File: src/rtl/snitch_icache_flush_ctrl_if.sv
// Flush-controller signal bundle between fetch ports, lookup stage and refill engine.
// Latency: none; this is a plain wire bundle.
// Backpressure: flush_valid_i/flush_ready_o and cache_flush_valid_o/cache_flush_ready_i handshakes.
//
// Modports:
//   slave  - the flush controller (consumes requests, drives gate/acks/flush)
//   master - the surrounding fetch/lookup/refill logic
interface snitch_icache_flush_ctrl_if #(
    parameter int unsigned NR_PORTS = 4,
    parameter int unsigned CNT_W    = 16
) ();
    // Per-port flush request/ack.
    logic [NR_PORTS-1:0] flush_valid_i;
    logic [NR_PORTS-1:0] flush_ready_o;
    // Lookup-stage traffic observation and gating.
    logic                lookup_gate_o;
    logic                lookup_req_i;
    logic                lookup_rsp_i;
    // Refill engine status.
    logic                refill_pending_i;
    // Flush handshake towards the lookup stage.
    logic                cache_flush_valid_o;
    logic                cache_flush_ready_i;
    // Status.
    logic                busy_o;
    logic [CNT_W-1:0]    flush_count_o;

    modport slave (
        input  flush_valid_i,
        output flush_ready_o,
        output lookup_gate_o,
        input  lookup_req_i,
        input  lookup_rsp_i,
        input  refill_pending_i,
        output cache_flush_valid_o,
        input  cache_flush_ready_i,
        output busy_o,
        output flush_count_o
    );

    modport master (
        output flush_valid_i,
        input  flush_ready_o,
        input  lookup_gate_o,
        output lookup_req_i,
        output lookup_rsp_i,
        output refill_pending_i,
        input  cache_flush_valid_o,
        output cache_flush_ready_i,
        input  busy_o,
        input  flush_count_o
    );
endinterface

File: src/rtl/snitch_icache_flush_ctrl.sv
// Sequences batched L1 I-cache flushes: gate lookups, drain, flush, wait tag re-init, ack.
// Latency: request-to-ack >= LINE_COUNT+12 cycles less 8 (DRAIN>=1, FLUSH>=1, INIT LINE_COUNT+1, ACK 1).
// Backpressure: holds cache_flush_valid_o until cache_flush_ready_i; ports hold flush_valid_i until acked.
//
// Ports:
//   clk_i, rst_ni  - clock, asynchronous active-low reset
//   bus (slave)    - flush_valid_i/flush_ready_o per port, lookup_gate_o, lookup_req_i,
//                    lookup_rsp_i, refill_pending_i, cache_flush_valid_o/cache_flush_ready_i,
//                    busy_o, flush_count_o (saturating count of completed rounds)
module snitch_icache_flush_ctrl #(
    parameter int unsigned NR_PORTS        = 4,
    parameter int unsigned LINE_COUNT      = 128,
    parameter int unsigned MAX_OUTSTANDING = 2,
    parameter int unsigned CNT_W           = 16
) (
    input  logic                      clk_i,
    input  logic                      rst_ni,
    snitch_icache_flush_ctrl_if.slave bus
);

    localparam int unsigned OUT_W = $clog2(MAX_OUTSTANDING + 1);
    localparam int unsigned TMR_W = $clog2(LINE_COUNT + 1);

    typedef enum logic [2:0] {
        IDLE  = 3'd0,
        DRAIN = 3'd1,
        FLUSH = 3'd2,
        INIT  = 3'd3,
        ACK   = 3'd4
    } state_e;

    state_e              state_q;
    logic [NR_PORTS-1:0] pending_q;
    logic [OUT_W-1:0]    outst_q;
    logic [TMR_W-1:0]    timer_q;
    logic [NR_PORTS-1:0] ready_q;
    logic                flush_vld_q;
    logic                busy_q;
    logic [CNT_W-1:0]    count_q;

    // ------------------------------------------------------------------
    // In-flight lookup counter. Simultaneous in/out handshakes cancel.
    // ------------------------------------------------------------------
    always_ff @(posedge clk_i or negedge rst_ni) begin
        if (!rst_ni) begin
            outst_q <= '0;
        end else if (bus.lookup_req_i && !bus.lookup_rsp_i) begin
            outst_q <= outst_q + 1'b1;
        end else if (!bus.lookup_req_i && bus.lookup_rsp_i) begin
            outst_q <= outst_q - 1'b1;
        end
    end

    // ------------------------------------------------------------------
    // Gate is combinational so that a port raising a flush request stops
    // new lookups in that very cycle, before the FSM has latched it.
    // ------------------------------------------------------------------
    assign bus.lookup_gate_o = (state_q == IDLE)
                             && !(|bus.flush_valid_i)
                             && (outst_q < OUT_W'(MAX_OUTSTANDING));

    // ------------------------------------------------------------------
    // Flush sequencer. All handshake outputs are registered and change on
    // the same edge as the state they belong to.
    // ------------------------------------------------------------------
    always_ff @(posedge clk_i or negedge rst_ni) begin
        if (!rst_ni) begin
            state_q     <= IDLE;
            pending_q   <= '0;
            timer_q     <= '0;
            ready_q     <= '0;
            flush_vld_q <= 1'b0;
            busy_q      <= 1'b0;
            count_q     <= '0;
        end else begin
            ready_q <= '0;
            unique case (state_q)
                IDLE: begin
                    // Snapshot of requesters; later arrivals wait for the next round.
                    if (|bus.flush_valid_i) begin
                        pending_q <= bus.flush_valid_i;
                        busy_q    <= 1'b1;
                        state_q   <= DRAIN;
                    end
                end
                DRAIN: begin
                    // Registered outst_q: a response seen this cycle only counts next cycle.
                    if (outst_q == '0 && !bus.refill_pending_i) begin
                        flush_vld_q <= 1'b1;
                        state_q     <= FLUSH;
                    end
                end
                FLUSH: begin
                    if (bus.cache_flush_ready_i) begin
                        flush_vld_q <= 1'b0;
                        timer_q     <= TMR_W'(LINE_COUNT);
                        state_q     <= INIT;
                    end
                end
                INIT: begin
                    // Counting LINE_COUNT down to 0 inclusive spans LINE_COUNT+1 cycles.
                    if (timer_q == '0) begin
                        ready_q <= pending_q;
                        state_q <= ACK;
                    end else begin
                        timer_q <= timer_q - 1'b1;
                    end
                end
                ACK: begin
                    pending_q <= '0;
                    busy_q    <= 1'b0;
                    if (count_q != {CNT_W{1'b1}}) begin
                        count_q <= count_q + 1'b1;
                    end
                    state_q <= IDLE;
                end
                default: begin
                    state_q     <= IDLE;
                    pending_q   <= '0;
                    flush_vld_q <= 1'b0;
                    busy_q      <= 1'b0;
                end
            endcase
        end
    end

    assign bus.flush_ready_o       = ready_q;
    assign bus.cache_flush_valid_o = flush_vld_q;
    assign bus.busy_o              = busy_q;
    assign bus.flush_count_o       = count_q;

    // ------------------------------------------------------------------
    // Protocol checks on the surrounding logic.
    // ------------------------------------------------------------------
    a_valid_held: assert property (@(posedge clk_i) disable iff (!rst_ni)
        (pending_q & ~ready_q & ~bus.flush_valid_i) == '0);

    // A lookup may slip through only in the cycle a new flush request closes the gate.
    a_req_gated: assert property (@(posedge clk_i) disable iff (!rst_ni)
        bus.lookup_req_i |-> (bus.lookup_gate_o || (state_q == IDLE && |bus.flush_valid_i)));

    a_rsp_underflow: assert property (@(posedge clk_i) disable iff (!rst_ni)
        bus.lookup_rsp_i |-> (outst_q != '0));

    a_outst_bound: assert property (@(posedge clk_i) disable iff (!rst_ni)
        outst_q <= OUT_W'(MAX_OUTSTANDING));

endmodule

File: src/flat_wrapper.sv
// flat-port wrapper written by rule: the top's interface ports become plain ports
module snitch_icache_flush_ctrl_flat 
#(
    parameter int unsigned NR_PORTS        = 4,
    parameter int unsigned LINE_COUNT      = 128,
    parameter int unsigned MAX_OUTSTANDING = 2,
    parameter int unsigned CNT_W           = 16
)
  (clk_i, rst_ni, bus_flush_valid_i, bus_flush_ready_o, bus_lookup_gate_o, bus_lookup_req_i, bus_lookup_rsp_i, bus_refill_pending_i, bus_cache_flush_valid_o, bus_cache_flush_ready_i, bus_busy_o, bus_flush_count_o);
  snitch_icache_flush_ctrl_if #(.NR_PORTS(NR_PORTS), .CNT_W(CNT_W)) bus_i ();
  input  logic clk_i;
  input  logic rst_ni;
  input wire logic [$bits(bus_i.flush_valid_i)-1:0] bus_flush_valid_i;
  output wire logic [$bits(bus_i.flush_ready_o)-1:0] bus_flush_ready_o;
  output wire logic [$bits(bus_i.lookup_gate_o)-1:0] bus_lookup_gate_o;
  input wire logic [$bits(bus_i.lookup_req_i)-1:0] bus_lookup_req_i;
  input wire logic [$bits(bus_i.lookup_rsp_i)-1:0] bus_lookup_rsp_i;
  input wire logic [$bits(bus_i.refill_pending_i)-1:0] bus_refill_pending_i;
  output wire logic [$bits(bus_i.cache_flush_valid_o)-1:0] bus_cache_flush_valid_o;
  input wire logic [$bits(bus_i.cache_flush_ready_i)-1:0] bus_cache_flush_ready_i;
  output wire logic [$bits(bus_i.busy_o)-1:0] bus_busy_o;
  output wire logic [$bits(bus_i.flush_count_o)-1:0] bus_flush_count_o;
  assign bus_i.flush_valid_i = bus_flush_valid_i;
  assign bus_flush_ready_o = bus_i.flush_ready_o;
  assign bus_lookup_gate_o = bus_i.lookup_gate_o;
  assign bus_i.lookup_req_i = bus_lookup_req_i;
  assign bus_i.lookup_rsp_i = bus_lookup_rsp_i;
  assign bus_i.refill_pending_i = bus_refill_pending_i;
  assign bus_cache_flush_valid_o = bus_i.cache_flush_valid_o;
  assign bus_i.cache_flush_ready_i = bus_cache_flush_ready_i;
  assign bus_busy_o = bus_i.busy_o;
  assign bus_flush_count_o = bus_i.flush_count_o;
  snitch_icache_flush_ctrl #(.NR_PORTS(NR_PORTS), .LINE_COUNT(LINE_COUNT), .MAX_OUTSTANDING(MAX_OUTSTANDING), .CNT_W(CNT_W)) u_core (.clk_i(clk_i), .rst_ni(rst_ni), .bus(bus_i));
endmodule
File: config.mk
export PLATFORM = sky130hd
export DESIGN_NAME = snitch_icache_flush_ctrl_flat
export DESIGN_NICKNAME = d
export VERILOG_FILES = /design/src/rtl/snitch_icache_flush_ctrl_if.sv /design/src/rtl/snitch_icache_flush_ctrl.sv /design/src/flat_wrapper.sv
export SDC_FILE = /design/constraint.sdc
export NUM_CORES = 1
export LEC_CHECK = 0
export CORE_MARGIN = 5
export CORE_UTILIZATION = 35
export CTS_CLUSTER_SIZE = 8
export DETAILED_ROUTE_END_ITERATION = 10
export PLACE_DENSITY_LB_ADDON = 0.15
export SYNTH_ARGS = -nofsm -noshare
export SYNTH_HDL_FRONTEND = slang
export SYNTH_SLANG_ARGS = --single-unit
File: constraint.sdc
create_clock -name clk_i -period 1.95 [get_ports clk_i]
set_input_delay 0.195 -clock clk_i [delete_from_list [all_inputs] [get_ports clk_i]]
set_output_delay 0.195 -clock clk_i [all_outputs]
set_load 0.02 [all_outputs]
# ---- Yosys cells after proc, flatten, opt, wreduce, memory -nomap -nowiden
# Index checks and enable logic that the tools add are counted.
dict set report classes {
  add_sub_neg 4
  magnitude_cmp 1
  n_eq_ne 10
  n_mux 19
  n_bitwise 2
  reduce_logical 22
}
# cell count
set ops {}
lappend ops {{16-bit by 1-bit adder with 16-bit output, second input constant} 1}
lappend ops {{8-bit two-way mux} 2}
lappend ops {{16-bit inequality test, second input constant} 1}
lappend ops {{8-bit one-hot mux with 2 select lines} 1}
lappend ops {{3-bit two-way mux} 4}
lappend ops {{4-bit two-way mux} 3}
lappend ops {{3-bit one-hot mux with 4 select lines} 1}
lappend ops {{8-bit logical NOT} 1}
lappend ops {{4-bit one-hot mux with 2 select lines} 1}
lappend ops {{8-bit by 1-bit subtractor with 8-bit output, second input constant} 1}
lappend ops {{3-bit by 2-bit == test with 1-bit output, second input constant} 2}
lappend ops {{2-bit inequality test, second input constant} 3}
lappend ops {{3-bit AND reduction} 2}
lappend ops {{3-bit OR reduction} 2}
lappend ops {{1-bit logical AND} 5}
lappend ops {{1-bit logical NOT} 4}
lappend ops {{2-bit two-way mux} 2}
lappend ops {{2-bit by 1-bit inequality test with 1-bit output, second input constant} 2}
lappend ops {{2-bit AND reduction} 2}
lappend ops {{4-bit AND reduction} 1}
lappend ops {{2-bit nonzero test} 2}
lappend ops {{4-bit OR reduction} 1}
lappend ops {{3-bit by 1-bit == test with 1-bit output, second input constant} 1}
lappend ops {{3-bit == test, second input constant} 1}
lappend ops {{other kinds (9)} 12}
dict set report totals {
  reg_bits 39
  in_bits 10
  output_inout_bits 23
  word_cells 66
}

# ---- Longest topological paths before layout
dict set report logic_depth {
  ltp_word 4
  depth_mapped 6
  ltp_nobuf 6
}

# ---- Worst setup path before layout
# Ideal clock, no wire load.
dict set report synth_path {
  path_kind {register to register}
  start {register u_core.count_q[0] (netlist: u_core.bus.flush_count_o[0])}
  end {register u_core.count_q[13] (netlist: u_core.bus.flush_count_o[13])}
  setup_ps 138
  t_arrival_ps 1709
  t_required_ps 1812
  slack_ps 103
  stages_incl_launch_ff 7
  n_path_buf 1
  period_less_slack_ps 1847
  cell_sequence {dfrtp_1 -> ha_1 -> and4_1 -> nor4bb_1 -> clkbuf_1 -> nor4_1 -> xor2_1}
}
dict set report synth_between {
  elab_chain_cells 2
  word_cells_on_any_way 3
  cone_classes {1 x add/sub; 1 x eq/ne; 1 x reduce/logical}
}
# element line
set synth_lines {}
lappend synth_lines {{start: declaration} snitch_icache_flush_ctrl.sv:39} ;# logic [CNT_W-1:0] count_q;
lappend synth_lines {{start signal: assignment} snitch_icache_flush_ctrl.sv:113} ;# count_q <= count_q + 1'b1;
lappend synth_lines {{parallel branches: the longest is 2 deep, another holds 16-bit by 1-bit adder with 16-bit output} n/a}
# Several ways; the timed one is not identified.
# A chain may end at the register's enable or synchronous reset.

# ---- Worst setup path in the final report
dict set report layout_path {
  start {register u_core.timer_q[0]}
  end {register u_core.timer_q[4]}
}
dict set report layout_between {
  elab_chain_cells 3
  word_cells_on_any_way 6
  cone_classes {1 x add/sub; 1 x eq/ne; 2 x mux; 2 x reduce/logical}
}
# element line
set layout_lines {}
lappend layout_lines {{start: declaration} snitch_icache_flush_ctrl.sv:35} ;# logic [TMR_W-1:0] timer_q;
lappend layout_lines {{start signal: assignment} snitch_icache_flush_ctrl.sv:96} ;# timer_q <= TMR_W'(LINE_COUNT);
lappend layout_lines {{start signal: assignment} snitch_icache_flush_ctrl.sv:106} ;# timer_q <= timer_q - 1'b1;
lappend layout_lines {{8-bit by 1-bit subtractor with 8-bit output or 8-bit logical NOT (tied branches)} {snitch_icache_flush_ctrl.sv:106, snitch_icache_flush_ctrl.sv:102}}
lappend layout_lines {{8-bit two-way mux or 2-bit inequality test (tied branches)} n/a}
lappend layout_lines {{8-bit one-hot mux with 2 select lines or 3-bit AND reduction (tied branches)} n/a}
# Several ways; a longest one is shown, not always the timed one. The select of a mux whose other input is x is not followed.

==> metrics <==
clock root buffer clkbuf_8; crit start category flop; # clock sinks 39; CP max FO 5; Post-Synth XOR/XNOR Area between 8 and 9%; first-pass GRT wire length roughly 7.6 mm; syn_nets roughly 200; crit path capture type flop; initial DRC count 97; Post-layout nets 263; die width ~84 µm; GRT overflow 0; initial antenna violation count 0; crit path DAT 2.03 ns; sw frac between 30% and 40%; WP buf/inv 1; status completed; Area growth syn-to-layout 41.1%; vias in the first global route between 1500 and 2000; Setup TNS Final 0 ns; Power, Total roughly 2.9 mW; die height 83.7 µm; Synth Area in Simple Gates around 25%; mux cell area share after synthesis 2.24%; Distinct cells, synth between 40 and 50; CTS tree built; Slew headroom around two thirds; Primary FF master, synth dfrtp_1; Gate power share 35.0%; main combinational cell family by area after synthesis simple AND/OR/NAND/NOR gates; Yosys warning count 0; Clk pwr share between 20% and 30%; fin cells 321; sequential cell area around 1000 µm²; routing usage on met3 3.06%; fill count just under 500; Final Cycle Share a little over nine tenths; Async SR Flop Fraction 100%; Total Wirelength between 4 and 5 mm; final hold vios 0; met2 Use GR approximately 22%; post-route ant nets 0; Worst VDD drop between 0.7 and 0.8 mV; min Tclk post-route 1.83 ns; RSZ-0062 raised after global routing false; CTS clk-pin slew, worst paths 0.08 ns; grt peak-use layer met2; Max Root-Sink Buffers 2; Seq pwr share between 40 and 50%; compound-gate portion of the synthesized area under 10%; # setup viols final 0; worst-path cell chain inv_1, ha_1, nand2b_2, or3_1, or4_1, a21oi_1; Switch Pwr about 960 µW; mapped cell area around 0.0019 mm²; met1 Usage GRT 16.1%; pin count of the biggest net entering global routing 40; DP Cell Count 312; WP depth 6; Core Region roughly 0.0052 mm²; Via Count 1616; Routability Congestion between 0.7 and 0.8; postcts setup bufs 0; DIE AREA about 0.007 mm²; IO Port Bufs 32; critical path's slowest cell dfrtp_2; Post-Synth Adder-Cell Area under 10%; worst slew pin tran 0.509 ns; Tot GR Track Use between 10% and 20%; Residual DRC 0; Final HPWL DP approximately 3.4 mm; FF+latch count, synth 39; via density per instance between 5 and 6; DR pass1 iterations 4; leak pwr about 1.3 nW; Pins Over Slew Limit 0; fmax 547 MHz; max-cap violations 0; DR WL/cell 13.9 µm; Hold Crit Class input pin to asynchronous set/reset pin; reg2reg path depth 6; layout cells sized above 1 roughly 22%; WP data required around 2.2 ns; Pint around 1.9 mW; CTS Buf Count 5; post-synthesis cell count 182; Skew-Pair Late Insertion Delay between 0.2 and 0.3 ns; footprint of the multi-input gates 910 µm²; Max Clock Skew 0.00542 ns; critical path class flop to flop; ant diodes 0; Cell Pwr Density roughly 1100 mW/mm²; Rows 26; synthesized area per cell between 10 and 15 µm²; initial core utilization about 37%; Top Ports 33; Crit. Startpoint u_core.timer_q[0]; sequential share of the synthesized area about 50%; FF-to-FF Start u_core.timer_q[0]; number of enable flip-flop cells after synthesis 0; Max stage delay on crit path approximately 0.44 ns; delay-heaviest family, CP simple AND/OR/NAND/NOR gates; # H-tree levels 2
==> power groups by stage <==
| stage | Combinational (mW) | Sequential, mW | Clock (mW) |
|---|---|---|---|
| after global placement | 0.960 | 1.16 | 0 |
| final | 0.999 | 1.17 | 0.688 |
| after CTS | 1.00 | 1.16 | 0.705 |
| after global routing | 1.11 | 1.19 | 0.742 |
| after detailed placement | 0.997 | 1.18 | 0 |
| after floorplan | 0.643 | 1.17 | 0 |
==> tightest hold or removal path: cells and delay by family <==
| family | cells | cell delay [ns] |
|---|---|---|
| buf+inv | 3 | 1.03 |
==> worst paths after layout <==
kind	endpoint	slack, ns
worst max-delay path	u_core.timer_q[4]	0.12
worst min-delay path	u_core.timer_q[5]	0.49
worst max register to register	u_core.timer_q[4]	0.12
worst min register to register	u_core.bus.flush_ready_o[2]	0.51
max in group asynchronous	u_core.timer_q[0]	1.09
min in group clk_i	u_core.bus.flush_ready_o[2]	0.51
==> kinds of logic (layout without fill, tap and decap cells) <==
family	Yosys count	in the layout
AND/OR/NAND/NOR	83	83
flip-flops	39	39
AO/OA/AOI/OAI	25	25
XOR/XNOR	18	18
buffers and inverters	10	79
multiplexers	4	4
adder cells (fa/ha/maj)	3	3
==> through the flow <==
stage | hold slack, ns | cell area [µm²] | setup slack [ns] | utilization (%)
2_1_floorplan | -0.101 | 1900 | 0.103 | -
3_3_place_gp | 0.276 | 2530 | -0.402 | 48.7
5_1_grt | 0.532 | 2680 | 0.00983 | 51.5
4_1_cts | 0.511 | 2660 | 0.0331 | 51.2
6_report | 0.488 | 2680 | 0.123 | 51.5
3_5_place_dp | 0.284 | 2530 | -0.358 | 48.7
==> per-layer routing <==
metal / routed length, µm / share of wire [%]
met5: 0 / 0
met2: 2230 / 50
met1: 2050 / 46
met3: 129 / 2.9
met4: 49 / 1.1
==> synthesized netlist by cell type, types with 2 or more instances <==
library cell	n	area (µm²)
buf_2	2	10.0
o21ai_0	4	20.0
mux2_2	2	22.5
nand2_1	10	37.5
or3_1	4	25.0
or4_1	2	15.0
nor3_1	7	35.0
nand3_1	2	10.0
o2bb2ai_1	2	17.5
inv_1	4	15.0
a22oi_1	5	37.5
nand2b_1	6	37.5
a21oi_1	6	30.0
nor3b_1	3	22.5
xor2_1	16	140
nand4_1	4	25.0
nor4_1	9	56.3
xnor2_1	2	17.5
and3_1	8	50.1
clkbuf_1	4	15.0
mux2i_1	2	20.0
nor2_1	16	60.1
dfrtp_1	39	976
ha_1	3	37.5
nor2b_1	3	18.8
==> registers in the layout, indices dropped and copies added, names as in the netlist <==
| name | count |
|---|---|
| u_core.bus.busy_o | 1 |
| u_core.bus.cache_flush_valid_o | 1 |
| u_core.bus.flush_count_o | 16 |
| u_core.bus.flush_ready_o | 4 |
| u_core.outst_q | 2 |
| u_core.pending_q | 4 |
| u_core.state_q | 3 |
| u_core.timer_q | 8 |
==> area by class of cell <==
cell class              instances  share of cell area (%)
multi-input cells             133                    33.9
repair buffers                 67                    21.5
clock inverters                 2                    1.31
inverters                       4                   0.560
flip-flops and latches         39                    36.4
well taps                      70                    3.26
clock buffers                   6                    3.08
==> cells in the final DEF, fill, tap and decap left out, types with 2 or more instances in the layout <==
cell type / count
mux2i_1: 2
nor3b_1: 3
nand2b_1: 5
a21oi_1: 6
xor2_1: 16
nor4_1: 9
buf_2: 2
mux2_2: 2
or4_1: 2
nor3_1: 7
clkdlybuf4s50_1: 30
nand4_1: 4
nor2_1: 16
nand3_1: 2
and3_1: 8
nor2b_1: 3
buf_4: 34
or3_1: 4
ha_1: 3
o2bb2ai_1: 2
xnor2_1: 2
o21ai_0: 4
clkbuf_8: 6
nand2_1: 10
dfrtp_1: 38
a22oi_1: 5
inv_1: 4
==> repair_timing <==
action                                  4_1_cts  5_1_grt
hold endpoints to repair                     39        0
resized for setup                             6        4
pin swaps                                     0        0
endpoints found under the setup margin       13        9
hold buffers                                  1        0
(Power assumes the default switching activity.)
==> patch 1 (config.mk and constraints unchanged) <==
Make the reset (`rst_ni`) synchronous in 2 clocked blocks. Comments in the files are not updated.
--- a/src/rtl/snitch_icache_flush_ctrl.sv
+++ b/src/rtl/snitch_icache_flush_ctrl.sv
@@ -42,5 +42,5 @@
     // In-flight lookup counter. Simultaneous in/out handshakes cancel.
     // ------------------------------------------------------------------
-    always_ff @(posedge clk_i or negedge rst_ni) begin
+    always_ff @(posedge clk_i) begin
         if (!rst_ni) begin
             outst_q <= '0;
@@ -64,5 +64,5 @@
     // the same edge as the state they belong to.
     // ------------------------------------------------------------------
-    always_ff @(posedge clk_i or negedge rst_ni) begin
+    always_ff @(posedge clk_i) begin
         if (!rst_ni) begin
             state_q     <= IDLE;
Check against the original RTL: differs if rst_ni is asserted again (counterexample within 4 cycles, from zero or initial values and one cycle with rst_ni low); with rst_ni held inactive, the same outputs for 10 cycles.
==> patch 1 against the unedited design <==
- maximum frequency increased by 1.5%
- wire length increased by 4.5%
- synthesized area increased by 2.8%
- first-iteration DRC count increased by 12%
- worst setup slack improved by 27 ps
- die area increased by 2.5%
- via count increased by 12%
- sequential cell count unchanged
- cell area decreased by 3.0%
- global-route usage increased by 0.44 points
- critical path type unchanged
Power is not compared: it rests on default switching activity, and its combinational part moved more than twofold at a synthesized area within 25%.
==> patch 1: results (changes against the unedited design) <==
run_status:
  outcome: "finished, final reports clean"
layout:
  regArea_um2: 781  # -20%
  signal_buffers: 52  # -22%
  inv_count: 7  # +3
  diodes: 0  # unchanged
  final_cell_count_no_fill: 349  # +8.7%
  multi_input_area_mm2: 0.00112  # +23%
  clk_share_pct: 4.52  # +0.13 points
  layout-drive-gt1-share_pct: 12.6  # -8.9 points
  nets: 290  # +10%
  layout.nonclk_buf_share_pct: 18.0  # -3.4 points
  n_fill_cell: 568  # +17%
synth:
  syn_nets: 238  # +22%
  synth.area.top_cells: "dfxtp_1 (40%), mux2i_1 (6.1%), nand2_1 (4.6%), nand2b_1 (3.5%), nor2_1 (3.5%)"
  synthArstFlopShare_pct: 0  # -100 points
  synth_common_cells: "dfxtp_1 (39), nand2_1 (24), nor2_1 (18)"
  synth_cells: 224  # +23%
  synth-seq-area-share_pct: 39.9  # -11 points
detailed_routing:
  wl_per_cell_um: 13.4  # -3.9%
  vias: 1805  # +12%
  dr.pass1.iters: 4  # unchanged
hold_path:
  hold_path_class: "flip-flop to flip-flop"
power_and_ir_drop:
  power.switching_w: 0.000502
critical_path:
  slowest_delay_ps: 490  # +50 ps
  slowest_stage: "or4_1"
  crit_fanout: 8  # +3
cts:
  clk_latency_ps: 300  # +20 ps
  cts_resized: 1  # -5
placed_design:
  dp_hpwl_mm: 3.42  # +1.8%
  dpl.cell_count: 340  # +9.0%
  placed_area_mm2: 0.00248  # -2.2%
  place_congestion: 0.838  # +11%
  place_ws_ps: -137  # +221 ps
global_route:
  grt_start_max_net_pins: 28  # -30%
  grt_usage_pct: 13.5  # +0.44 points
  grt_first_pass_wirelength_mm: 7.95  # +5.2%
  grt_pass1_vias: 1690  # +2.3%
timing:
  fin_skew_ps: 7.15  # +1.73 ps
  relSlewSlack_pct: 53.5  # -12 points
floorplanning:
  core_mm2: 0.00547  # +5.1%
[patch 1: cell types whose count changed after synthesis, sizes merged, moves of 4 or more]
cell    before  now
nor3         9    4
mux2i        2   12
or4          3    7
and2         1    6
nand2b       6   11
xor2        16    2
a21oi        6   13
nand3        2    7
and3         8    3
dfxtp        0   39
nand2       10   24
o31ai        1    5
dfrtp       39    0
[patch 1: cell families (layout without fill, tap and decap cells)]
group	Yosys count	count (layout)	share of synthesized area (%)
and+or+nand+nor	110	110	33.1
AOI/OAI and AO/OA	43	43	14.5
DFF	39	39	39.9
buffers and inverters	14	67	2.88
muxes	12	12	6.14
adders and majority gates	4	4	2.56
xor gates and xnor gates	2	2	0.896
[patch 1: power groups by stage]
stage               sequential, W  clock (W)  combinational, W
floorplan                0.000896          0          0.000200
global placement         0.000904          0          0.000320
global route             0.000893   0.000766          0.000358
finish                   0.000885   0.000714          0.000319
CTS                      0.000885   0.000743          0.000321
detailed placement       0.000904          0          0.000321
[patch 1: metal layers]
metal | vias up | global-route usage, % | part of all wire (%)
li1 | 934 | - | -
met4 | 0 | 4.03 | 0.99
met1 | 839 | 18.9 | 52
met3 | 5 | 3.63 | 3.2
met2 | 27 | 20.2 | 44
met5 | - | 0 | 0
[patch 1: final timing paths]
| check | to | slack [ps] | cells after the start |
|---|---|---|---|
| worst max-delay path | u_core.bus.flush_count_o[11]$_SDFFE_PN0P_ | 150 | 5 |
| worst min-delay path | u_core.bus.flush_ready_o[2]$_SDFF_PN0_ | 470 | 1 |
| worst min register to register | u_core.bus.flush_ready_o[2]$_SDFF_PN0_ | 470 | 1 |
| worst max register to register | u_core.bus.flush_count_o[11]$_SDFFE_PN0P_ | 150 | 5 |
==> patch 2 (same settings) <==
Without the edit above. `MAX_OUTSTANDING` is set to 2 in 2 places; all go to 1.
--- a/src/rtl/snitch_icache_flush_ctrl.sv
+++ b/src/rtl/snitch_icache_flush_ctrl.sv
@@ -11,5 +11,5 @@
     parameter int unsigned NR_PORTS        = 4,
     parameter int unsigned LINE_COUNT      = 128,
-    parameter int unsigned MAX_OUTSTANDING = 2,
+    parameter int unsigned MAX_OUTSTANDING = 1,
     parameter int unsigned CNT_W           = 16
 ) (
--- a/src/flat_wrapper.sv
+++ b/src/flat_wrapper.sv
@@ -4,5 +4,5 @@
     parameter int unsigned NR_PORTS        = 4,
     parameter int unsigned LINE_COUNT      = 128,
-    parameter int unsigned MAX_OUTSTANDING = 2,
+    parameter int unsigned MAX_OUTSTANDING = 1,
     parameter int unsigned CNT_W           = 16
 )
Function: changed (a bounded check fails within 4 cycles, from zero or initial values and one cycle with rst_ni low).
==> patch 2 against the unedited design <==
- via count decreased by 10%
- synthesized area decreased by 2.8%
- synthesized cell count decreased by 5.5%
- sequential cell count decreased by 1
- worst setup slack improved by 7.6 ps
- cell area decreased by 9.8%
- wire length decreased by 13%
- total power increased by 0.26%
- largest cell class unchanged
- clock power decreased by 19%
- cell count decreased by 9.7%
- clock skew increased by 0.94 ps
- critical endpoint is now u_core.bus.flush_count_o[6]$_DFFE_PN0P_
- global-route usage decreased by 0.24 points
- sequential share of layout area increased by 2.9 points
==> patch 2: results (changes against the unedited design) <==
placed_design:
  dp_hpwl_mm: 2.90  # -14%
  placed_area_mm2: 0.00232  # -8.4%
  place_ws_ps: -312  # +45.9 ps
  place_congestion: 0.775  # +2.4%
  dpl.cell_count: 282  # -9.6%
detailed_routing:
  drt_iter0_markers: 75  # -23%
  routed_via_density: 4.99  # -0.89%
  wl_per_cell_um: 13.4  # -3.9%
  dr.pass1.iters: 4  # unchanged
layout:
  final_cell_count_no_fill: 290  # -9.7%
  layout-drive-gt1-share_pct: 13.2  # -8.3 points
  nets: 232  # -12%
power_and_ir_drop:
  power_w: 0.00286  # +0.26%
  ir_worst_vdd_uv: 734  # about the same
  power.leakage_nw: 1.11  # -15%
  power.switching_w: 0.00105  # +9.6%
  pwr-share-seq_pct: 41.9  # +1.0 points
timing:
  fin_skew_ps: 6.35  # +0.936 ps
  relSlewSlack_pct: 43.5  # -22 points
  whs_ps: 15.1  # -472 ps
critical_path:
  crit_fanout: 4  # -1
  slowest_delay_ps: 460  # +20 ps
  r2r_start: "u_core.bus.flush_count_o[1]$_DFFE_PN0P_"
  cp_top_family: "compound AO/OA/AOI/OAI gates"
  slowest_stage: "o41ai_4"
  r2r_end: "u_core.bus.flush_count_o[6]$_DFFE_PN0P_"
  crit_arrival_ps: 1990  # -40 ps
synth:
  synth_cell_types: 41  # -2.4%
  synth_common_cells: "dfrtp_1 (38), nor2_1 (20), xor2_1 (14)"
  synth-compound-area-share_pct: 9.00  # +0.057 points
  synth_xor_area_share_pct: 7.58  # -0.71 points
  synth_cells: 172  # -5.5%
  synthAdderAreaFrac_pct: 2.03  # +0.057 points
  synth-seq-area-share_pct: 51.5  # +0.14 points
  synth.area.top_cells: "dfrtp_1 (51%), xor2_1 (6.6%), nor2_1 (4.1%), mux2i_1 (2.7%), nor3_1 (2.7%)"
  syn_nets: 185  # -5.1%
  muxShareOfSynthArea_pct: 3.93  # +1.7 points
global_route:
  grt_start_max_net_pins: 39  # -2.5%
  grt_usage_pct: 12.8  # -0.24 points
  grt_pass1_vias: 1429  # -13%
  grt_first_pass_wirelength_mm: 6.67  # -12%
cts:
  cts_resized: 4  # -2
  clk_latency_ps: 290
run_status:
  outcome: "finished, final reports clean"
patch 2: changes by cell type in the layout (fill, tap and decap cells not counted), sizes merged, moves of 4 or more:
cell / delta
buf: -23
nand2b: -4
nor4: -6
or3: -4
and3: -5
patch 2: kinds of logic after synthesis:
group	after synthesis
flip-flops	38
multiplexers	7
AO/OA/AOI/OAI	22
AND/OR/NAND/NOR	78
buffers and inverters	8
XOR/XNOR	16
adder cells (fa/ha/maj)	3
patch 2: layout make-up:
cell class | instances | area, µm²
well taps | 70 | 87.6
clock inverters | 1 | 5.00
fillers | 485 | 2690
flip-flops and latches | 38 | 951
multi-input cells | 126 | 878
clock buffers | 7 | 86.3
repair buffers | 43 | 393
inverters | 5 | 18.8
patch 2: routing by layer:
| metal | part of all wire, % | track usage (%) | wire length (µm) |
|---|---|---|---|
| met1 | 48 | 16.7 | 1850 |
| met2 | 46 | 20.5 | 1790 |
| met3 | 5.1 | 3.69 | 198 |
| met4 | 1.0 | 3.92 | 40 |
| met5 | 0 | 0 | 0 |
patch 2: worst max-delay path by stage:
stage | from | slack [ps] | to
6_report | u_core.bus.flush_count_o[1]$_DFFE_PN0P_ | 130 | u_core.bus.flush_count_o[6]$_DFFE_PN0P_
5_1_grt | u_core.bus.flush_count_o[1]$_DFFE_PN0P_ | 20 | u_core.bus.flush_count_o[7]$_DFFE_PN0P_
4_1_cts | bus_flush_valid_i[2] | 20 | bus_lookup_gate_o
3_5_place_dp | bus_flush_valid_i[2] | -310 | bus_lookup_gate_o
3_3_place_gp | bus_flush_valid_i[2] | -340 | bus_lookup_gate_o
2_1_floorplan | u_core.bus.flush_count_o[0]$_DFFE_PN0P_ | 20 | u_core.bus.flush_count_o[1]$_DFFE_PN0P_
